`config.mk`:
```
export PLATFORM = sky130hd
export DESIGN_NAME = pb_edge_debounce
export DESIGN_NICKNAME = d
export VERILOG_FILES = /design/src/rtl/pb_edge_pkg.sv /design/src/rtl/pb_chan.sv /design/src/rtl/pb_edge_debounce.sv
export SDC_FILE = /design/constraint.sdc
export NUM_CORES = 1
export LEC_CHECK = 0
export CORE_MARGIN = 4
export CORE_UTILIZATION = 33
export CTS_CLUSTER_DIAMETER = 150
export DETAILED_ROUTE_END_ITERATION = 12
export PLACE_DENSITY_LB_ADDON = 0.08
export SLEW_MARGIN = 10
export SYNTH_ARGS = -nofsm -noshare
export SYNTH_HDL_FRONTEND = slang
export SYNTH_SLANG_ARGS = --single-unit
```
`constraint.sdc`:
```
create_clock -name clk -period 3.55 [get_ports clk]
set_input_delay 0.8875 -clock clk [delete_from_list [all_inputs] [get_ports clk]]
set_output_delay 0.8875 -clock clk [all_outputs]
set_load 0.05 [all_outputs]
```
`src/rtl/pb_edge_pkg.sv`:
```
// Shared types for the pushbutton front end: per-channel FSM states and
// edge-mode encoding, plus the decode of edge_mode into per-edge enables.
package pb_edge_pkg;

    typedef enum logic [2:0] {
        IDLE,
        PRESS_DB,
        PRESSED,
        HELD,
        REL_DB
    } pb_state_t;

    typedef enum logic [1:0] {
        EM_RISE,
        EM_FALL,
        EM_BOTH,
        EM_NONE
    } edge_mode_t;

    function automatic logic em_rise_en(input edge_mode_t m);
        return (m == EM_RISE) || (m == EM_BOTH);
    endfunction

    function automatic logic em_fall_en(input edge_mode_t m);
        return (m == EM_FALL) || (m == EM_BOTH);
    endfunction

endpackage

```
`src/rtl/pb_chan.sv`:
```
// One pushbutton channel: synchroniser, debounce/hold FSM with a shared
// counter, and registered level/rise/fall/held/evt outputs.
//
//   state    | meaning
//   IDLE     | released, waiting for synchronised high
//   PRESS_DB | counting stable high samples before accepting a press
//   PRESSED  | accepted press, counting toward long-press
//   HELD     | long-press reached, counter frozen
//   REL_DB   | counting stable low samples before accepting a release
module pb_chan
    import pb_edge_pkg::*;
#(
    parameter int SYNC_STAGES = 2,
    parameter int DB_CYCLES   = 28,
    parameter int HOLD_CYCLES = 1000,
    parameter int CNT_W       = $clog2(HOLD_CYCLES + 1)
) (
    input  logic clk,
    input  logic RST,
    input  logic pb_i,
    input  logic rise_en_i,
    input  logic fall_en_i,
    output logic level_o,
    output logic rise_o,
    output logic fall_o,
    output logic held_o,
    output logic evt_o
);

    localparam logic [CNT_W-1:0] DB_LAST   = CNT_W'(DB_CYCLES - 1);
    localparam logic [CNT_W-1:0] HOLD_LAST = CNT_W'(HOLD_CYCLES - 1);
    localparam logic [CNT_W-1:0] CNT_ONE   = CNT_W'(1);
    localparam bit               DB_ONE    = (DB_CYCLES == 1);

    logic [SYNC_STAGES-1:0] sync_q;
    logic [SYNC_STAGES-1:0] sync_d;
    logic                   raw_s;

    pb_state_t        state_q;
    logic [CNT_W-1:0] cnt_q;
    logic             was_held_q;
    logic             level_q;
    logic             rise_q;
    logic             fall_q;
    logic             held_q;
    logic             evt_q;

    assign sync_d = {sync_q[SYNC_STAGES-2:0], pb_i};
    assign raw_s  = sync_q[SYNC_STAGES-1];

    always_ff @(posedge clk) begin
        if (RST) begin
            sync_q <= '0;
        end else begin
            sync_q <= sync_d;
        end
    end

    always_ff @(posedge clk) begin
        if (RST) begin
            state_q    <= IDLE;
            cnt_q      <= '0;
            was_held_q <= 1'b0;
            level_q    <= 1'b0;
            rise_q     <= 1'b0;
            fall_q     <= 1'b0;
            held_q     <= 1'b0;
            evt_q      <= 1'b0;
        end else begin
            rise_q <= 1'b0;
            fall_q <= 1'b0;
            evt_q  <= 1'b0;
            case (state_q)
                IDLE: begin
                    if (raw_s) begin
                        if (DB_ONE) begin
                            state_q <= PRESSED;
                            cnt_q   <= '0;
                            level_q <= 1'b1;
                            rise_q  <= 1'b1;
                            evt_q   <= rise_en_i;
                        end else begin
                            state_q <= PRESS_DB;
                            cnt_q   <= CNT_ONE;
                        end
                    end
                end
                PRESS_DB: begin
                    if (!raw_s) begin
                        state_q <= IDLE;
                        cnt_q   <= '0;
                    end else if (cnt_q == DB_LAST) begin
                        state_q <= PRESSED;
                        cnt_q   <= '0;
                        level_q <= 1'b1;
                        rise_q  <= 1'b1;
                        evt_q   <= rise_en_i;
                    end else begin
                        cnt_q <= cnt_q + CNT_ONE;
                    end
                end
                PRESSED, HELD: begin
                    // Release is checked first so it wins over reaching the hold count.
                    if (!raw_s) begin
                        was_held_q <= (state_q == HELD);
                        if (DB_ONE) begin
                            state_q <= IDLE;
                            cnt_q   <= '0;
                            level_q <= 1'b0;
                            held_q  <= 1'b0;
                            fall_q  <= 1'b1;
                            evt_q   <= fall_en_i;
                        end else begin
                            state_q <= REL_DB;
                            cnt_q   <= CNT_ONE;
                        end
                    end else if (state_q == PRESSED) begin
                        if (cnt_q == HOLD_LAST) begin
                            state_q <= HELD;
                            held_q  <= 1'b1;
                        end else begin
                            cnt_q <= cnt_q + CNT_ONE;
                        end
                    end
                end
                REL_DB: begin
                    if (raw_s) begin
                        state_q <= was_held_q ? HELD : PRESSED;
                        cnt_q   <= '0;
                    end else if (cnt_q == DB_LAST) begin
                        state_q <= IDLE;
                        cnt_q   <= '0;
                        level_q <= 1'b0;
                        held_q  <= 1'b0;
                        fall_q  <= 1'b1;
                        evt_q   <= fall_en_i;
                    end else begin
                        cnt_q <= cnt_q + CNT_ONE;
                    end
                end
                default: begin
                    state_q <= IDLE;
                    cnt_q   <= '0;
                end
            endcase
        end
    end

    assign level_o = level_q;
    assign rise_o  = rise_q;
    assign fall_o  = fall_q;
    assign held_o  = held_q;
    assign evt_o   = evt_q;

endmodule

```
`src/rtl/pb_edge_debounce.sv`:
```
// Multi-channel pushbutton front end: NCH debounced channels, edge_mode
// event selection and a lowest-index priority encoder over the events.
module pb_edge_debounce
    import pb_edge_pkg::*;
#(
    parameter  int NCH         = 21,
    parameter  int SYNC_STAGES = 2,
    parameter  int DB_CYCLES   = 28,
    parameter  int HOLD_CYCLES = 1000,
    localparam int CNT_W       = $clog2(HOLD_CYCLES + 1),
    localparam int IDX_W       = (NCH > 1) ? $clog2(NCH) : 1
) (
    input  logic             clk,
    input  logic             RST,
    input  logic [NCH-1:0]   pb_in,
    input  logic [1:0]       edge_mode,
    output logic [NCH-1:0]   level,
    output logic [NCH-1:0]   rise,
    output logic [NCH-1:0]   fall,
    output logic [NCH-1:0]   held,
    output logic [NCH-1:0]   evt,
    output logic             any_evt,
    output logic [IDX_W-1:0] evt_idx
);

    edge_mode_t em;
    logic       rise_en;
    logic       fall_en;

    assign em      = edge_mode_t'(edge_mode);
    assign rise_en = em_rise_en(em);
    assign fall_en = em_fall_en(em);

    // Each channel registers evt alongside its pulse, so edge_mode is
    // sampled on the same edge that generates rise/fall.
    for (genvar g = 0; g < NCH; g++) begin : g_ch
        pb_chan #(
            .SYNC_STAGES(SYNC_STAGES),
            .DB_CYCLES  (DB_CYCLES),
            .HOLD_CYCLES(HOLD_CYCLES),
            .CNT_W      (CNT_W)
        ) u_chan (
            .clk      (clk),
            .RST      (RST),
            .pb_i     (pb_in[g]),
            .rise_en_i(rise_en),
            .fall_en_i(fall_en),
            .level_o  (level[g]),
            .rise_o   (rise[g]),
            .fall_o   (fall[g]),
            .held_o   (held[g]),
            .evt_o    (evt[g])
        );
    end

    assign any_evt = |evt;

    always_comb begin
        evt_idx = '0;
        for (int i = NCH - 1; i >= 0; i--) begin
            if (evt[i]) begin
                evt_idx = IDX_W'(i);
            end
        end
    end

endmodule

```
# Yosys cells after proc, flatten, opt, wreduce, memory -nomap -nowiden
# Index checks and enable logic that the tools add are counted.
[word_totals] ff_bits=441 latchBits=0 ram_bits=0 rom_bits=0 in_bits=25 output_inout_bits=111 wordCells=1623 mem_count=0
[classes] add_sub_neg=21 mul=0 n_div=0 magnitude_cmp=0 eq_ne=401 n_shift=0 n_mux=714 bitwise=63 n_reduce_logical=235
[ops] operator="$mux 10" n=147
[ops] operator="$pmux 10 s4" n=21
[ops] operator="$mux 3" n=168
[ops] operator="$ne 2x1->1 const B" n=147
[ops] operator="$mux 1" n=273
[ops] operator="$ne 3x3->1 const B" n=84
[ops] operator="$pmux 3 s4" n=21
[ops] operator="$add 10x1->10 const B" n=21
[ops] operator="$eq 10x10->1 const B" n=21
[ops] operator="$eq 10x5->1 const B" n=21
[ops] operator="$reduce_and 5->1" n=42
[ops] operator="$eq 3x2->1 const B" n=42
[ops] operator="$pmux 1 s2" n=63
[ops] operator="$reduce_and 6->1" n=21
[ops] operator="$reduce_or 3->1" n=42
[ops] operator="$mux 5" n=21
[ops] operator="$reduce_bool 2->1" n=42
[ops] operator="$eq 3x1->1 const B" n=21
[ops] operator="$eq 3x3->1 const B" n=21
[ops] operator="$logic_not 3->1" n=21
[ops] operator="$ne 3x1->1 const B" n=21
[ops] operator="$not 1->1" n=63
[ops] operator="$reduce_and 3->1" n=21
[ops] operator="$ne 2x2->1 const B" n=21
[ops] operator="other kinds (7)" n=48

# Longest topological paths before layout
# Gate-level depths: netlist of run 1.
[depth] depth_word=21 ltp_mapped=8 mapped_depth_nobuf=6

# Modules after synthesis
# A second synthesis of run 1 with hierarchy kept.
[unflattened] hier_cells=2818 hier_area_um2=24708.7
[by_module_without_submodules] mod="pb_chan" instances=21 cells_each=132 area_each_um2=1163.6 seq_area_each_um2=420.4
[by_module_without_submodules] mod="pb_edge_debounce" instances=1 cells_each=46 area_each_um2=272.8 seq_area_each_um2=0.0

# Worst setup path before layout of run 1
# OpenSTA, ideal clock, no wires.
[synth_path] path_type="reg2out" start="reg g_ch[8].u_chan.evt_q" end="out evt_idx[4]" arrival_ns=2.425 required_time_ns=2.663 setup_slack_ns=0.237 path_stages_with_launch=3 n_path_buf=0 cell_sequence="dfxtp_1 > or4_1 > nor4_1"
[synth_between] elab_chain_cells=9
[synth_rtl] element="start, declared" line_no="pb_chan.sv:46" source="logic evt_q;"
[synth_rtl] element="start signal, assigned" line_no="pb_chan.sv:81" source="evt_q <= rise_en_i;"
[synth_rtl] element="start signal, assigned" line_no="pb_chan.sv:97" source="evt_q <= rise_en_i;"
[synth_rtl] element="start signal, assigned" line_no="pb_chan.sv:112" source="evt_q <= fall_en_i;"
[synth_rtl] element="$mux 5 (9 in a row)" line_no="pb_edge_debounce.sv:61" source="if (evt[i]) begin"
[synth_rtl] element="end, declared" line_no="pb_edge_debounce.sv:23" source="output logic [IDX_W-1:0] evt_idx"
# Every way passes these cells.

# Final worst setup path of run 1
[layout_path] start="reg g_ch[0].u_chan.evt_q" end="out evt_idx[3]"
[layout_between] elab_chain_cells=1
[layout_rtl] element="start, declared" line_no="pb_chan.sv:46"
[layout_rtl] element="start signal, assigned" line_no="pb_chan.sv:81"
[layout_rtl] element="start signal, assigned" line_no="pb_chan.sv:97"
[layout_rtl] element="start signal, assigned" line_no="pb_chan.sv:112"
[layout_rtl] element="$mux 5" line_no="pb_edge_debounce.sv:61"
# Every way passes these cells.

==> run metrics, run 1 <==
outcome completed; gpl congestion 0.8407; crit path launch g_ch[0].u_chan.evt_o; Seq/Total Area, Yosys 37.26%; cell area after layout 26770 sq um; CP max stage cell clkdlybuf4s15_1; antenna-violating nets left 0; grt ovf 0; crit-path max FO 6; Pre-Repair DR Iteration Count 5; crit path DAT 2.50 ns; Layout Nets 2926; LEAKAGE 8.957 nW; num rows 97; Worst VDD drop 0.0002981 V; IO Port Bufs 135; Post-Syn Nets 2985; commonest non-fill, non-tap cells in the layout 441 x dfxtp_1, 343 x nor2_1, 192 x nand2_1, 179 x a21oi_1, 145 x nand3_1; initial antenna violation count 1; via count of the first global-routing pass 19580; TritonCTS Buffers 54; clk sinks 441; #FFs+latches synth 441; ant diodes 0; syn avg cell area 8.067 sq um; first-pass GRT wire length 105.2 mm; Startpoint Class register; drt via density 5.409; CTS root buf clkbuf_16; routed wire length 65.60 mm; asr flop ratio synth 0%; Reg clk slew, reported paths 0.06 ns; CTS H-Tree Depth 2; cells after synthesis 2937; Vias 20870; # DRC 0; Final Hold Fails 0; Die Height 275.9 um; die width 275.9 um; Worst Skew 0.01440 ns; Syn. warnings 0; Post-DP Area 24970 sq um; period utilization 95.33%; final setup violation count 0; most common cell after layout, fill and taps aside dfxtp_1; relative slew slack 20.12%; top_reg_cell synth dfxtp_1; largest net degree at the start of global routing 60; worst path cell trace nor4_1, nand2_1, nor2_1, clkdlybuf4s15_1; initial drt markers 1339; kind of critical path register to output pin; IO Count 136; worst endpoint required time 2.66 ns; Avg WL per Cell 17.00 um; share of layout cells above drive strength 1 5.790%; Post-Syn Area 23690 sq um; GR Util All Layers 16.66%; PwrDens 426.2 nW/um^2; EDFF count, synth 0; dpl ws 0.5249 ns; worst-skew pair later-pin latency 0.60 ns; crit path time final 3.384 ns; Core ar. 70640 sq um; HP Class register to register; Die Area 76140 sq um; clk buf depth 3; HP Start g_ch[9].u_chan.sync_q[0]; Hold-fix buffers, CTS 0; Slew @ Worst Pin 1.188 ns; Critical Path Max Stage Delay 0.56 ns; Fmax 295.5 MHz; Area Overhead vs Synth 12.99%; crit end category output pin; final-report max-slew violation count 0; TritonCTS clock tree built; HPWL after DPL 45.96 mm; Initial Util 33.54%; Cell variety after synth 96; setup ws final 0.1659 ns; worst r2r src g_ch[1].u_chan.cnt_q[0]; Post-CTS Repair Setup Buffers 0; Max Cap Viol 0
-- power by group --
group          leakage, nW  total (mW)  switching, mW  internal (mW)
clock network        0.893        5.60           2.22           3.38
registers             3.57        5.15          0.127           5.02
logic                 4.50       0.659          0.419          0.239
-- path summary, 6_finish.rpt --
kind	slack [ns]	depth (start not counted)	end
hold / removal	0.43	1	g_ch[9].u_chan.sync_q[1]
hold reg to reg	0.43	1	g_ch[9].u_chan.sync_q[1]
setup reg to reg	0.90	6	g_ch[1].u_chan.cnt_q[7]
setup / recovery	0.17	4	evt_idx[3]
-- timing repair --
action,in CTS,in global routing
resized for setup,3,2
hold endpoints to repair,0,0
setup endpoints to repair,3,1
-- flip-flops by register name (all words and copies together), names as in the netlist --
signal / flops
g_ch.u_chan.cnt_q: 210
g_ch.u_chan.evt_o: 21
g_ch.u_chan.fall_o: 21
g_ch.u_chan.held_o: 21
g_ch.u_chan.level_o: 21
g_ch.u_chan.rise_o: 21
g_ch.u_chan.state_q: 63
g_ch.u_chan.sync_q: 42
g_ch.u_chan.was_held_q: 21
-- worst max-delay path: cells and delay by family (launching register included) --
kind,cells,cell delay (ns)
buffers and inverters,1,0.56
DFF,1,0.35
and+or+nand+nor,3,0.99
-- area by class of cell --
class                   count  area [sq um]
well taps                 940          1176
clock buffers              79          1597
clock inverters            18         200.2
fillers                  7252         43870
inverters                  60         225.2
multi-input cells        2170         13240
repair buffers            151          1504
flip-flops and latches    441          8828
-- per-stage QoR --
step / total power, mW / setup TNS, ns / utilization [%] / hold WS (ns) / instances
floorplan: 5.711 / 0 / - / 0.4138 / 2937
global placement: 5.917 / 0 / 35.35 / 0.4189 / 3762
detailed placement: 5.921 / 0 / 35.35 / 0.4204 / 3762
CTS: 11.64 / 0 / 37.89 / 0.4341 / 3859
global route: 11.92 / -0.003465 / 37.90 / 0.4427 / 3859
finish: 11.41 / 0 / 37.90 / 0.4336 / 3859
-- cells by family (layout without fill, tap and decap cells) --
logic type / Yosys count / after routing / synth area share, %
buffers and inverters: 326 / 308 / 6.897
flip-flops: 441 / 441 / 37.26
multiplexers: 35 / 35 / 1.484
XOR/XNOR: 124 / 124 / 4.584
adder cells (fa/ha/maj): 23 / 23 / 1.215
AND/OR/NAND/NOR: 1427 / 1427 / 32.81
AO/OA/AOI/OAI: 561 / 561 / 15.75
-- routing by layer --
layer | vias to the layer above | part of all wire [%] | global-route usage, %
met5 | - | 0 | 0
met3 | 92 | 5.5 | 3.544
met4 | 0 | 2.1 | 4.102
met1 | 9918 | 47 | 22.91
met2 | 401 | 45 | 26.75
li1 | 10460 | - | -
-- Yosys cell counts, types with 28 or more instances --
library cell	instances	area, sq um
dfxtp_1	441	8828
nor2_1	344	1291
nand2_1	192	720.7
a21oi_1	179	895.9
nand3_1	145	725.7
nor3_1	144	720.7
clkbuf_1	138	518.0
buf_4	105	788.3
nor2b_1	80	500.5
o21ai_0	75	375.4
xnor2_1	67	586.8
and3_1	59	369.1
inv_1	58	217.7
xor2_1	57	499.2
nor4_1	53	331.6
nand4_1	52	325.3
or3_1	47	294.0
o31ai_1	42	315.3
or4_1	40	300.3
nand2b_1	37	231.5
mux2i_1	34	340.3
nor3b_1	31	232.7
a31oi_1	30	187.7
nand3b_1	30	225.2
a211oi_1	29	217.7
and2_1	28	175.2
Note: power is estimated with default switching activity, not from simulation.
==> run 2, diff against run 1 <==
--- a/config.mk
+++ b/config.mk
@@ -5,7 +5,7 @@
 export SDC_FILE = /design/constraint.sdc
 export NUM_CORES = 1
 export LEC_CHECK = 0
-export CORE_MARGIN = 4
+export CORE_MARGIN = 5
 export CORE_UTILIZATION = 33
 export CTS_CLUSTER_DIAMETER = 150
 export DETAILED_ROUTE_END_ITERATION = 12
==> run 2 against run 1 <==
Effect of this change:
- total power rose by 0.40%
- sequential power barely moved
- combinational power rose by 0.6%
- clock skew rose by 0.00087 ns
- critical path depth rose by 1
- maximum frequency rose by 4.0%
- die area rose by 1.5%
- clock-buffer cell count rose by 2
- highest routed layer unchanged
- sequential cell count did not move
- worst hold slack improved by 0.00090 ns
- setup slack improved by 0.13 ns
==> run metrics, run 2 (synthesized netlist as in run 1, its figures left out) <==
period utilization 91.62%; RSZ-0062 raised after global routing false; outcome completed; Initial Util 33.20%; Worst Skew 0.01527 ns; P_int 8.662 mW; max reg flops 210; HPWL after DPL 45.42 mm; # DRC 0; crit end category output pin; biggest regs g_ch.u_chan.cnt_q x210, g_ch.u_chan.state_q x63, g_ch.u_chan.sync_q x42; Layout Nets 2927; TritonCTS clock tree built; worst endpoint required time 2.66 ns; share of layout cells above drive strength 1 6.083%; area of the multi-input gates 13230 sq um; Max Cap Viol 0; Vias 20870; initial drt markers 1339; Reg clk slew, reported paths 0.06 ns; worst-skew pair later-pin latency 0.60 ns; Slew @ Worst Pin 1.090 ns; dpl ws 0.6614 ns; CTS H-Tree Depth 2; GR Util All Layers 16.06%; antenna-violating nets left 0; Avg WL per Cell 16.84 um; Worst VDD drop 0.0003908 V; Die Area 77250 sq um; HP Class register to register; Pre-Repair DR Iteration Count 5; LEAKAGE 8.992 nW; routed wire length 65.27 mm; relative slew slack 26.29%; Sequential Power Share 45.0%; clk sinks 441; most common cell after layout, fill and taps aside dfxtp_1; clk buf depth 3; drt via density 5.383; gpl congestion 0.8565; TritonCTS Buffers 55; num rows 98; Die Height 277.9 um; commonest non-fill, non-tap cells in the layout 441 x dfxtp_1, 343 x nor2_1, 192 x nand2_1, 179 x a21oi_1, 145 x nand3_1; crit path time final 3.252 ns; Area Overhead vs Synth 13.34%; die width 277.9 um; final-report max-slew violation count 0; PwrDens 426.6 nW/um^2; Fmax 307.5 MHz; setup ws final 0.2975 ns; Largest Register g_ch.u_chan.cnt_q; first-pass GRT wire length 105.5 mm; Sum Neg Setup Slack 0 ns; Startpoint Class register; sw frac 24.38%; ant diodes 0; via count of the first global-routing pass 19430; clock share of power 49.3%; Core ar. 71360 sq um; Psw 2.793 mW; final setup violation count 0; fill count 7329; combinational share of power 5.8%; crit-path max FO 4; Storage cell area 8828 sq um; Final Hold Fails 0; grt ovf 0; kind of critical path register to output pin; initial antenna violation count 0; Hold-fix buffers, CTS 0; CTS root buf clkbuf_16; WHS 0.4345 ns; IO Port Bufs 135; crit path DAT 2.36 ns; largest net degree at the start of global routing 74; IO Count 136
-- run 2: cell types whose count changed in the layout (fill, tap and decap cells not counted), sizes merged --
cell,delta
inv,+2
clkbuf,+2
dlygate4sd2,-1
clkdlybuf4s15,-1
buf,+2
clkinv,+3
bufinv,-1
clkinvlp,+1
-- run 2: cell type report --
class	count	share of cell area (%)
Inverter	60	0.8387
Timing Repair Buffer	151	5.727
Clock buffer	81	6.085
Tap cell	950	4.427
Clock inverter	23	0.7688
Sequential cell	441	32.88
Multi-Input combinational cell	2170	49.28
-- run 2: power by group through the flow --
| stage | Clock (mW) | Combinational, mW | Sequential, mW |
|---|---|---|---|
| finish | 5.64 | 0.663 | 5.15 |
| global route | 6.07 | 0.741 | 5.16 |
| global placement | 0 | 0.667 | 5.26 |
| CTS | 5.87 | 0.673 | 5.15 |
| detailed placement | 0 | 0.670 | 5.26 |
| floorplan | 0 | 0.530 | 5.18 |
-- run 2: through the flow --
step / area (sq um) / total power [mW] / std cells / util [%]
2_1_floorplan: 23690 / 5.711 / 2937 / -
3_3_place_gp: 25010 / 5.922 / 3772 / 35.05
3_5_place_dp: 25010 / 5.925 / 3772 / 35.05
4_1_cts: 26850 / 11.69 / 3876 / 37.63
5_1_grt: 26850 / 11.97 / 3876 / 37.63
6_report: 26850 / 11.45 / 3876 / 37.63
-- run 2: final timing paths --
| kind | slack, ns | from | depth (start not counted) | to |
|---|---|---|---|---|
| min | 0.43 | g_ch[15].u_chan.sync_q[0] | 1 | g_ch[15].u_chan.sync_q[1] |
| max | 0.30 | g_ch[7].u_chan.evt_o | 5 | evt_idx[4] |
| max reg2reg | 0.96 | g_ch[1].u_chan.cnt_q[0] | 6 | g_ch[1].u_chan.cnt_q[4] |
| min reg2reg | 0.43 | g_ch[15].u_chan.sync_q[0] | 1 | g_ch[15].u_chan.sync_q[1] |
-- run 2: worst max-delay path, stage by stage (launching register included) --
cell and delay, ns:
dfxtp_1 0.34, nor4_1 0.50, nand2_1 0.14, nor4_1 0.42
buf_4 0.23, buf_12 0.14
-- run 2: what timing repair did --
item / CTS / global route
setup endpoints to repair: 1 / 0
resized for setup: 1 / 0
setup buffers: 0 / 0
-- run 2: layer usage --
| layer | vias to the layer above | wire [um] | GRT usage, % |
|---|---|---|---|
| li1 | 10480 | - | - |
| met1 | 9951 | 32030 | 22.95 |
| met2 | 354 | 28240 | 24.54 |
| met3 | 86 | 3480 | 3.766 |
| met4 | 0 | 1520 | 4.057 |
| met5 | - | 0 | 0 |
